### src/rtl/ldpc_pkg.sv
// ldpc_pkg: shared widths, latency bounds and FSM state encoding for the LDPC link controller.
//   MSG_W  - message width carried through the encode/decode path
//   CODE_W - codeword width produced by the encoder
//   LAT_*  - legal range of the encode/decode latency parameter
//   state_e - controller FSM states
package ldpc_pkg;

    localparam int unsigned MSG_W   = 4;
    localparam int unsigned CODE_W  = 12;
    localparam int unsigned LAT_MIN = 1;
    localparam int unsigned LAT_MAX = 15;
    localparam int unsigned LAT_W   = $clog2(LAT_MAX + 1);

    typedef enum logic [1:0] {
        IDLE = 2'd0,
        WAIT = 2'd1,
        DONE = 2'd2
    } state_e;

endpackage

### src/rtl/ldpc_sat_cnt.sv
// ldpc_sat_cnt: width-parameterised counter that saturates at all-ones, with a synchronous clear.
//   clk, rst_n - clock and asynchronous active-low reset
//   clr_i      - zero the count on this edge (wins over inc_i)
//   inc_i      - add one on this edge unless already all-ones
//   cnt_o      - current count
module ldpc_sat_cnt #(
    parameter int unsigned W = 16
) (
    input  logic         clk,
    input  logic         rst_n,
    input  logic         clr_i,
    input  logic         inc_i,
    output logic [W-1:0] cnt_o
);

    logic [W-1:0] cnt_q, cnt_d;

    always_comb cnt_d = clr_i ? '0 : (inc_i && cnt_q != '1) ? cnt_q + W'(1) : cnt_q;

    always_ff @(posedge clk or negedge rst_n) begin
        if (!rst_n) cnt_q <= '0;
        else        cnt_q <= cnt_d;
    end

    assign cnt_o = cnt_q;

endmodule

### src/rtl/ldpc_link_ctrl.sv
// ldpc_link_ctrl: sends one message at a time through an external encoder/decoder pair and checks it.
//   clk, rst_n          - clock and asynchronous active-low reset
//   in_valid/in_ready   - message source handshake, in_msg is the message
//   enc_msg             - registered message feeding the encoder
//   dec_msg             - message recovered by the decoder, sampled LAT edges after acceptance
//   out_valid/out_ready - result handshake; out_msg is the recovered message, out_err flags a mismatch
//   clr_cnt             - synchronous clear of frm_cnt and err_cnt
//   frm_cnt, err_cnt    - saturating counts of completed frames and mismatching frames
//   busy                - high whenever a frame is in flight or awaiting hand-off
module ldpc_link_ctrl
    import ldpc_pkg::*;
#(
    parameter int unsigned LAT = 2,
    parameter int unsigned CW  = 16
) (
    input  logic             clk,
    input  logic             rst_n,
    input  logic             in_valid,
    output logic             in_ready,
    input  logic [MSG_W-1:0] in_msg,
    output logic [MSG_W-1:0] enc_msg,
    input  logic [MSG_W-1:0] dec_msg,
    output logic             out_valid,
    input  logic             out_ready,
    output logic [MSG_W-1:0] out_msg,
    output logic             out_err,
    input  logic             clr_cnt,
    output logic [CW-1:0]    frm_cnt,
    output logic [CW-1:0]    err_cnt,
    output logic             busy
);

    state_e           state_q, state_d;
    logic [MSG_W-1:0] enc_q, enc_d;
    logic [MSG_W-1:0] sent_q, sent_d;
    logic [MSG_W-1:0] out_msg_q, out_msg_d;
    logic             out_err_q, out_err_d;
    logic             out_valid_q, out_valid_d;
    logic [LAT_W-1:0] lat_q, lat_d;
    logic             frm_inc;

    always_comb begin
        state_d     = state_q;
        enc_d       = enc_q;
        sent_d      = sent_q;
        out_msg_d   = out_msg_q;
        out_err_d   = out_err_q;
        out_valid_d = out_valid_q;
        lat_d       = lat_q;
        case (state_q)
            IDLE: if (in_valid) begin
                enc_d   = in_msg;
                sent_d  = in_msg;
                // Loading LAT-1 and sampling on the zero edge puts the capture exactly LAT edges after acceptance.
                lat_d   = LAT_W'(LAT - 1);
                state_d = WAIT;
            end
            WAIT: if (lat_q == '0) begin
                out_msg_d   = dec_msg;
                out_err_d   = dec_msg != sent_q;
                out_valid_d = 1'b1;
                state_d     = DONE;
            end else begin
                lat_d = lat_q - LAT_W'(1);
            end
            DONE: if (out_ready) begin
                out_valid_d = 1'b0;
                state_d     = IDLE;
            end
            default: state_d = IDLE;
        endcase
    end

    always_ff @(posedge clk or negedge rst_n) begin
        if (!rst_n) begin
            state_q     <= IDLE;
            enc_q       <= '0;
            sent_q      <= '0;
            out_msg_q   <= '0;
            out_err_q   <= 1'b0;
            out_valid_q <= 1'b0;
            lat_q       <= '0;
        end else begin
            state_q     <= state_d;
            enc_q       <= enc_d;
            sent_q      <= sent_d;
            out_msg_q   <= out_msg_d;
            out_err_q   <= out_err_d;
            out_valid_q <= out_valid_d;
            lat_q       <= lat_d;
        end
    end

    // A frame counts only when the sink takes it, so abandoned frames never reach the counters.
    assign frm_inc = state_q == DONE && out_ready;

    ldpc_sat_cnt #(.W(CW)) u_frm_cnt (
        .clk  (clk),
        .rst_n(rst_n),
        .clr_i(clr_cnt),
        .inc_i(frm_inc),
        .cnt_o(frm_cnt)
    );

    ldpc_sat_cnt #(.W(CW)) u_err_cnt (
        .clk  (clk),
        .rst_n(rst_n),
        .clr_i(clr_cnt),
        .inc_i(frm_inc && out_err_q),
        .cnt_o(err_cnt)
    );

    assign in_ready  = state_q == IDLE;
    assign busy      = state_q != IDLE;
    assign enc_msg   = enc_q;
    assign out_valid = out_valid_q;
    assign out_msg   = out_msg_q;
    assign out_err   = out_err_q;

endmodule

### config.mk
export PLATFORM = sky130hd
export DESIGN_NAME = ldpc_link_ctrl
export DESIGN_NICKNAME = d
export VERILOG_FILES = /design/src/rtl/ldpc_pkg.sv /design/src/rtl/ldpc_sat_cnt.sv /design/src/rtl/ldpc_link_ctrl.sv
export SDC_FILE = /design/constraint.sdc
export NUM_CORES = 1
export LEC_CHECK = 0
export ABC_CLOCK_PERIOD_IN_PS = 1950
export CORE_MARGIN = 1.5
export CORE_UTILIZATION = 43
export DETAILED_ROUTE_END_ITERATION = 8
export HOLD_SLACK_MARGIN = 0.02
export PLACE_DENSITY = 0.73
export SLEW_MARGIN = 20
export SYNTH_ARGS = -nofsm -noshare
export SYNTH_HDL_FRONTEND = slang
export SYNTH_SLANG_ARGS = --single-unit
### constraint.sdc
create_clock -name clk -period 1.95 [get_ports clk]
set_clock_uncertainty 0.1 [all_clocks]
set_input_delay 0.2925 -clock clk [delete_from_list [all_inputs] [get_ports clk]]
set_output_delay 0.2925 -clock clk [all_outputs]
set_load 0.01 [all_outputs]
[Word-level counts from Yosys, hierarchy flattened]
Index checks and enable logic that the tools add are counted.
Cells by class
  add/subtract/negate cells: 3
  multipliers: 0
  divide/modulo/power cells: 0
  $lt $le $gt $ge: 0
  eq/ne operators: 9
  shifts and indexed selects: 0
  multiplexer cells: 14
  bitwise gates (word level): 0
  reduce and logical (&&, ||, !) cells: 16
Operator list (number)
  16-bit 2-to-1 mux: 4
  16-bit by 1-bit adder with 16-bit output (second input constant): 2
  16-bit inequality test (second input constant): 2
  2-bit nonzero test: 5
  3-bit AND reduction: 3
  4-bit 2-to-1 mux: 2
  2-bit inequality test (second input constant): 4
  4-bit case mux with 2 select lines: 1
  2-bit 2-to-1 mux: 3
  2-bit case mux with 3 select lines: 1
  1-bit logical AND: 4
  4-bit logical NOT: 1
  4-bit inequality test: 1
  2-bit AND reduction: 2
  4-bit by 1-bit subtractor with 4-bit output (second input constant): 1
  2-bit by 1-bit == test with 1-bit output (second input constant): 1
  2-bit == test (second input constant): 1
  2-bit logical NOT: 1
  1-bit 2-to-1 mux: 2
  1-bit case mux with 2 select lines: 1
Storage, ports and cells
  bits in registers: 48
  bits in latches: 0
  bits in writable memories: 0
  bits in read-only memories: 0
  output and inout bits: 44
  memories: 0

[Logic depth before layout (Yosys ltp)]
Gate-level depths: netlist of the first run.
  depth after elaboration: 6
  mapped depth: 7
  mapped depth without buffers: 7

[By module]
From an unflattened synthesis of the first run, not the netlist that was laid out.
Second synthesis, totals
  cell total of the unflattened synthesis: 265
  area total of the unflattened synthesis: 2695.1 um^2
By module, submodules not included
  ldpc_sat_cnt: times used 2, cells each 98, area an instance 942.2 um^2, sequential area each 400.4 um^2
  ldpc_link_ctrl: times used 1, cells each 69, area an instance 810.8 um^2, sequential area each 400.4 um^2

[Worst setup path before layout of the first run]
Ideal clock, no wire load.
  path type: flip-flop to flip-flop
  from: register u_err_cnt.cnt_q[0] (netlist: u_err_cnt.cnt_o[0])
  to: register u_err_cnt.cnt_q[8] (netlist: u_err_cnt.cnt_o[8])
  library setup time: 0.078 ns
  arrival: 1.736 ns
  data required time: 1.772 ns
  setup slack: 0.036 ns
  stages on the path, launching flop included: 7
  path buffers: 1
  clock period less this slack: 1.914 ns
  cell sequence: dfrtp_1 ha_1 nand2_1 or4_1 buf_2 or3_1 a21oi_1
On the way
  cells in the longest elaborated chain, start to end: 3
  elaborated cells on any way between the ends: 6
  those cells by class: add/sub: 1; eq/ne: 1; mux: 2; reduce/logical: 2
Ends and longest elaborated chain
  start: declaration: RTL line ldpc_sat_cnt.sv:16  | logic [W-1:0] cnt_q, cnt_d;
  start signal: assignment: RTL line ldpc_sat_cnt.sv:22  | else cnt_q <= cnt_d;
  16-bit by 1-bit adder with 16-bit output or 16-bit inequality test (tied branches): RTL line ldpc_sat_cnt.sv:18  | always_comb cnt_d = clr_i ? '0 : (inc_i && cnt_q != '1) ? cnt_q + W'(1) : cnt_q;
  16-bit 2-to-1 mux or 1-bit logical AND (tied branches): RTL line ldpc_sat_cnt.sv:18
  16-bit 2-to-1 mux or 2-bit nonzero test (tied branches)
Several ways; a longest one is shown, not always the timed one. The select of a mux whose other input is x is not followed.
A chain may end at the register's enable or synchronous reset.

[Worst setup path in the final report of the first run]
  from: input port out_ready
  to: register u_err_cnt.cnt_q[13] (netlist: u_err_cnt.cnt_o[13])
On the way
  cells in the longest elaborated chain, start to end: 4
Ends and longest elaborated chain
  start: declaration: RTL line ldpc_link_ctrl.sv:24  | input logic out_ready,
  1-bit logical AND: RTL line ldpc_link_ctrl.sv:95  | assign frm_inc = state_q == DONE && out_ready;
  1-bit logical AND: RTL line ldpc_link_ctrl.sv:109  | .inc_i(frm_inc && out_err_q),
  1-bit logical AND: RTL line ldpc_sat_cnt.sv:18
  2-bit nonzero test (no line)
Every way passes these cells.

==> results of run 1 <==
-- routing by layer --
layer | global-route usage | up-vias | wire, um
li1 | - | 1017 | -
met1 | 0.246 | 1024 | 2470
met2 | 0.321 | 59 | 2680
met3 | 0.0425 | 5 | 300
met4 | 0.0526 | 0 | 52
met5 | 0 | - | 0
-- state kept, by name (all words and copies together), names as in the netlist --
name and count:
u_err_cnt.cnt_o 16, state_q 2, out_err 1, sent_q 4
out_valid 1, u_frm_cnt.cnt_o 16, out_msg 4, lat_q 4
-- worst min-delay path, cell delays in order, from the launching register on --
cell	delay, ns
dfrtp_1	0.36
nand2_1	0.06
nand2_1	0.06
-- kinds of logic after synthesis --
group           after synthesis  share of synthesized area
fa+ha+maj                     4                     0.0202
xor+xnor                     33                      0.116
mux                          11                     0.0489
simple gates                103                      0.220
buf+inv                      19                     0.0333
flops                        48                      0.484
compound gates               26                     0.0766
-- area by class of cell --
cell class,instances,share of cell area
clock buffers,7,0.0248
clock inverters,1,0.00216
inverters,10,0.0108
multi-input cells,177,0.359
flip-flops and latches,48,0.346
well taps,72,0.0259
repair buffers,87,0.231
-- metrics by stage --
stage / instance area [um2] / cells
5_1_grt: 3480 / 402
4_1_cts: 3420 / 400
3_5_place_dp: 3300 / 391
6_report: 3480 / 402
3_3_place_gp: 3300 / 391
2_1_floorplan: 2480 / 244
-- final timing paths --
kind,from,to,slack (ns)
hold / removal,out_valid$_DFFE_PN0P_,out_valid$_DFFE_PN0P_,0.40
max in group asynchronous,rst_n,u_err_cnt.cnt_o[7]$_DFFE_PN0P_,0.83
setup / recovery,out_ready,u_err_cnt.cnt_o[13]$_DFFE_PN0P_,0.08
setup reg to reg,u_frm_cnt.cnt_o[0]$_DFFE_PN0P_,u_frm_cnt.cnt_o[8]$_DFFE_PN0P_,0.13
hold reg to reg,out_valid$_DFFE_PN0P_,out_valid$_DFFE_PN0P_,0.40
min in group asynchronous,rst_n,u_frm_cnt.cnt_o[8]$_DFFE_PN0P_,0.52
-- layout by cell type, fill, tap and decap left out, types with 3 or more instances in the layout --
master	instances
and4_1	3
ha_1	4
or3_1	3
a21oi_1	3
clkdlybuf4s50_1	53
and2_1	3
nor3_1	3
xor2_1	12
buf_4	29
nor4_1	3
dfrtp_1	48
clkbuf_8	6
xnor2_1	21
nand4_1	6
nand2_1	16
a2111oi_0	3
a211oi_1	7
o21ai_0	6
nor2_1	40
inv_1	10
nand3_1	7
mux2_2	9
-- cell usage after synthesis, types with 2 or more instances --
cell       number  area (um2)
buf_2           3        15.0
and4_1          3        26.3
nand2_1        16        60.1
clkbuf_1        5        18.8
xnor2_1        21         184
nor2_1         41         154
inv_1          10        37.5
nand3b_1        2        15.0
xor2_1         12         105
a211oi_1        7        52.6
dfrtp_1        48        1200
and2_1          3        18.8
o21ai_0         6        30.0
nand3_1         8        40.0
mux2_2          9         101
o211ai_1        2        15.0
nor3_1          5        25.0
a21oi_1         3        15.0
and3_1          2        12.5
mux2i_1         2        20.0
nor4_1          4        25.0
a2111oi_0       4        35.0
or3_1           3        18.8
nand4_1         6        37.5
ha_1            4        50.1
-- what timing repair did --
action / in CTS / in global routing
endpoints found under the hold margin: 48 / 0
hold buffers: 1 / 0
buffers inserted: 0 / 2
gates resized for setup: 5 / 8
setup endpoints to repair: 6 / 10
-- report_power, final --
group          total [mW]  switching (mW)  internal (mW)  leakage [nW]
Combinational        1.02           0.433          0.583         0.713
Clock               0.617           0.328          0.289        0.0445
Sequential           1.29           0.129           1.16         0.635
==> results.cfg, run 1 <==
[timing]
setup_viol = 0
fin_tns_setup_ns = 0
setup_slack_ns = 0.0836
relSlewSlack = 0.598
hold_slack_ns = 0.405
grt_setup_unrepaired = no
hold_viol = 0
finalMaxSlewViolations = 0
fmax_ghz = 0.536
worstMarginPinSlew_ns = 0.603
fin_crit_ns = 1.87
finalCritPeriodShare = 0.957

[outcome]
status = completed

[clock_network]
numCtsBuffers = 5
root_buffer = clkbuf_8
insertion_delay_ns = 0.30
clk_pin_slew_ns = 0.09
cts_tree = built
clkSinkCount = 48
cts.path.max_buffers = 2
htreeDepth = 2

[placement]
gp_congestion = 0.846
hpwl_um = 3980
place_ws_ns = -0.320
io_buffers = 56

[floorplanning]
dieArea_mm2 = 0.00623
die_w_um = 79.0
start_util = 0.448
row_count = 27
coreArea_mm2 = 0.00554
ios = 57
die_y_um = 79.0

[job]
cap_violations = 0

[route]
routed_wl_um = 5500
firstDrtPassIters = 4
vias = 2105
routed_via_density = 5.24
wl_per_cell_um = 13.7
ant_nets = 0
drc_errors = 0
drt-initial-drc-count = 55

[synthesis]
synth-edff-count = 0
ys_types = 40
syn-mean-instance-area_um2 = 10.2
synth_cells = 244
ys_ff_latch = 48
synthFlopType = dfrtp_1
synthesis.area_mm2 = 0.00248
yosys_warnings = 0
syn_nets = 261
async_reset_ff_frac = 1.00
yosysSeqAreaShare = 0.484

[cells_and_area]
drive_gt1_frac = 0.188
antenna_cells = 0
fillCellCount = 503
multi_input_area_mm2 = 0.00125
seq_area_mm2 = 0.00120
area_growth_pct = 40.1
fin_util = 0.627
nNetsFinal = 346

[global_routing]
grt_pass1_vias = 2084
grt_max_degree = 49
grt_overflow_total = 0
antenna_found_initial = 0
grt_pass1_wl_um = 9450
grt.total_usage = 0.190

[worst_setup_path]
max_stage_delay_ns = 0.54
critical_path_depth = 6
critPathRequiredTime_ns = 2.04
crit_family = simple AND/OR/NAND/NOR gates
crit_path_end_kind = flip-flop
worst-setup-path-type = in2reg
start_kind = input port
crit_chain = clkdlybuf4s50_1, nand4b_4, or4_4, a2111oi_2, xnor2_1, nor2_1
cp_data_arrival_time_ns = 1.96
crit_fanout = 4
ff2ff_path_depth = 6
crit_buf_inv = 1
crit_path_top_delay_cell = clkdlybuf4s50_1

[min_path]
worst_hold_path_type = reg2reg
hold_depth = 2

[power_and_ir_drop]
ir_drop_v = 0.000678
p_leak_nw = 1.39
powerDensity_mw_per_mm2 = 841
p_total_mw = 2.92
Note: power is estimated with default switching activity, not from simulation.
==> run 2: changes to the inputs <==
SLEW_MARGIN = default   (was 20)
==> results of run 2 <==
No change in the layout: final DEF, timing and power equal those of run 1.
==> run 3: changes to the inputs <==
CORE_UTILIZATION = 40   (was 43)
GPL_TIMING_DRIVEN = 0   (was default)
PLACE_DENSITY = 0.69   (was 0.73)
==> run 3 against run 2 <==
Net effect:
- utilization fell by 2.4 points
- via count about the same
- global-route usage shrank 1.4 points
- critical path depth grew 1
- total power rose by 7.9%
- register-to-register slack worse by 0.12 ns
- worst hold slack got worse by 0.17 ns
- die area rose by 7.2%
- critical path type is now reg2reg
- largest power group unchanged
==> results.cfg, run 3 (same netlist as run 1, synthesis figures left out) <==
[floorplanning]
row_count = 28
coreArea_mm2 = 0.00596
die_w_um = 81.8
start_util = 0.417
ios = 57
die_y_um = 81.8
dieArea_mm2 = 0.00668

[job]
cap_violations = 0

[power_and_ir_drop]
ir_drop_v = 0.000709
power_frac_comb = 0.343
seqPwrFrac = 0.408
p_int_mw = 2.24
clkPwrFrac = 0.249
switching_share = 0.290
p_leak_nw = 1.41
powerDensity_mw_per_mm2 = 878
p_sw_mw = 0.915

[min_path]
worst_hold_path_type = in2reg
hold_depth = 2

[clock_network]
clk_pin_slew_ns = 0.09
cts_tree = built
insertion_delay_ns = 0.31
htreeDepth = 2
root_buffer = clkbuf_8
numCtsBuffers = 5
clkSinkCount = 48
cts.path.max_buffers = 2

[timing]
setup_viol = 0
grt_setup_unrepaired = yes
hold_viol = 0
setup_slack_ns = 0.0137
hold_slack_ns = 0.236
finalCritPeriodShare = 0.993
fin_crit_ns = 1.94
fmax_ghz = 0.516
fin_tns_setup_ns = 0
relSlewSlack = 0.668
worstMarginPinSlew_ns = 0.495
finalMaxSlewViolations = 0

[route]
drt-initial-drc-count = 95
wl_per_cell_um = 14.4
ant_nets = 0
vias = 2103
routed_wl_um = 5770
drc_errors = 0
routed_via_density = 5.24
firstDrtPassIters = 4

[worst_setup_path]
max_stage_delay_ns = 0.41
crit_fanout = 4
critical_path_depth = 7
r2r_slack_ns = 0.01
crit_family = simple AND/OR/NAND/NOR gates
crit_path_top_delay_cell = or3b_4
ff2ff_path_depth = 7
crit_buf_inv = 1
worst-setup-path-type = reg2reg
critPathRequiredTime_ns = 2.04
start_kind = flip-flop
crit_path_end_kind = flip-flop
cp_data_arrival_time_ns = 2.03
crit_chain = inv_1, ha_1, nor3b_2, or3b_4, nor4_4, xnor2_1, nor2_1

[global_routing]
grt_pass1_vias = 1949
grt_overflow_total = 0
grt_max_degree = 37
grt_pass1_wl_um = 8960
grt.total_usage = 0.176
antenna_found_initial = 0

[cells_and_area]
seq_area_mm2 = 0.00121
antenna_cells = 0
area_growth_pct = 44.9
nNetsFinal = 342
drive_gt1_frac = 0.218
multi_input_area_mm2 = 0.00137
fin_util = 0.604
fillCellCount = 531
layout_commonest_cell = clkdlybuf4s50_1
final_cell_mix = clkdlybuf4s50_1, dfrtp_1, nor2_1, xnor2_1, buf_4

[outcome]
status = completed

[placement]
hpwl_um = 3850
place_ws_ns = -0.483
io_buffers = 56
gp_congestion = 0.791
run 3: worst reg2reg max path: stages (launching register included):
cell,delay (ns)
dfrtp_1,0.37
inv_1,0.09
ha_1,0.19
nor3b_2,0.18
or3b_4,0.41
nor4_4,0.29
xnor2_1,0.15
nor2_1,0.06
run 3: metrics by stage:
| step | power [mW] | cells | instance area (um2) |
|---|---|---|---|
| floorplan | 1.82 | 244 | 2480 |
| global placement | 2.20 | 375 | 3140 |
| detailed placement | 2.23 | 376 | 3150 |
| CTS | 3.06 | 387 | 3340 |
| global route | 3.35 | 401 | 3590 |
| finish | 3.16 | 401 | 3590 |
run 3: power by group through the flow:
stage,combinational [mW],clock (mW),sequential (mW)
after detailed placement,0.933,0,1.29
final,1.08,0.787,1.29
after CTS,0.971,0.811,1.28
after global placement,0.914,0,1.29
after floorplan,0.488,0,1.33
after global routing,1.19,0.852,1.31
run 3: repair_timing:
| action | in CTS | in global routing |
|---|---|---|
| setup endpoints to repair | 29 | 30 |
| hold buffers | 1 | 0 |
| gates resized for setup | 12 | 35 |
| pin swaps | 1 | 8 |
| endpoints found under the hold margin | 12 | 0 |
| buffers inserted | 2 | 14 |
run 3: routing by layer:
metal	vias up	wire (um)	track usage
li1	1011	-	-
met1	1030	2560	0.228
met2	56	2820	0.284
met3	6	315	0.0500
met4	0	70	0.0559
met5	-	0	0
run 3: final cells by class:
class | instances | area share
Multi-Input combinational cell | 177 | 0.380
Sequential cell | 48 | 0.336
Timing Repair Buffer | 74 | 0.197
Clock buffer | 7 | 0.0268
Tap cell | 75 | 0.0261
Buffer | 9 | 0.0157
Inverter | 10 | 0.0104
Clock inverter | 1 | 0.00835
run 3: final timing paths:
path	startpoint	to
worst min register to register	out_valid$_DFFE_PN0P_	out_valid$_DFFE_PN0P_
worst min-delay path	out_ready	state_q[1]$_DFFE_PN0P_
min in group asynchronous	rst_n	u_err_cnt.cnt_o[10]$_DFFE_PN0P_
worst max register to register	lat_q[1]$_DFFE_PN0P_	lat_q[3]$_DFFE_PN0P_
max in group asynchronous	rst_n	u_err_cnt.cnt_o[0]$_DFFE_PN0P_
worst max-delay path	lat_q[1]$_DFFE_PN0P_	lat_q[3]$_DFFE_PN0P_
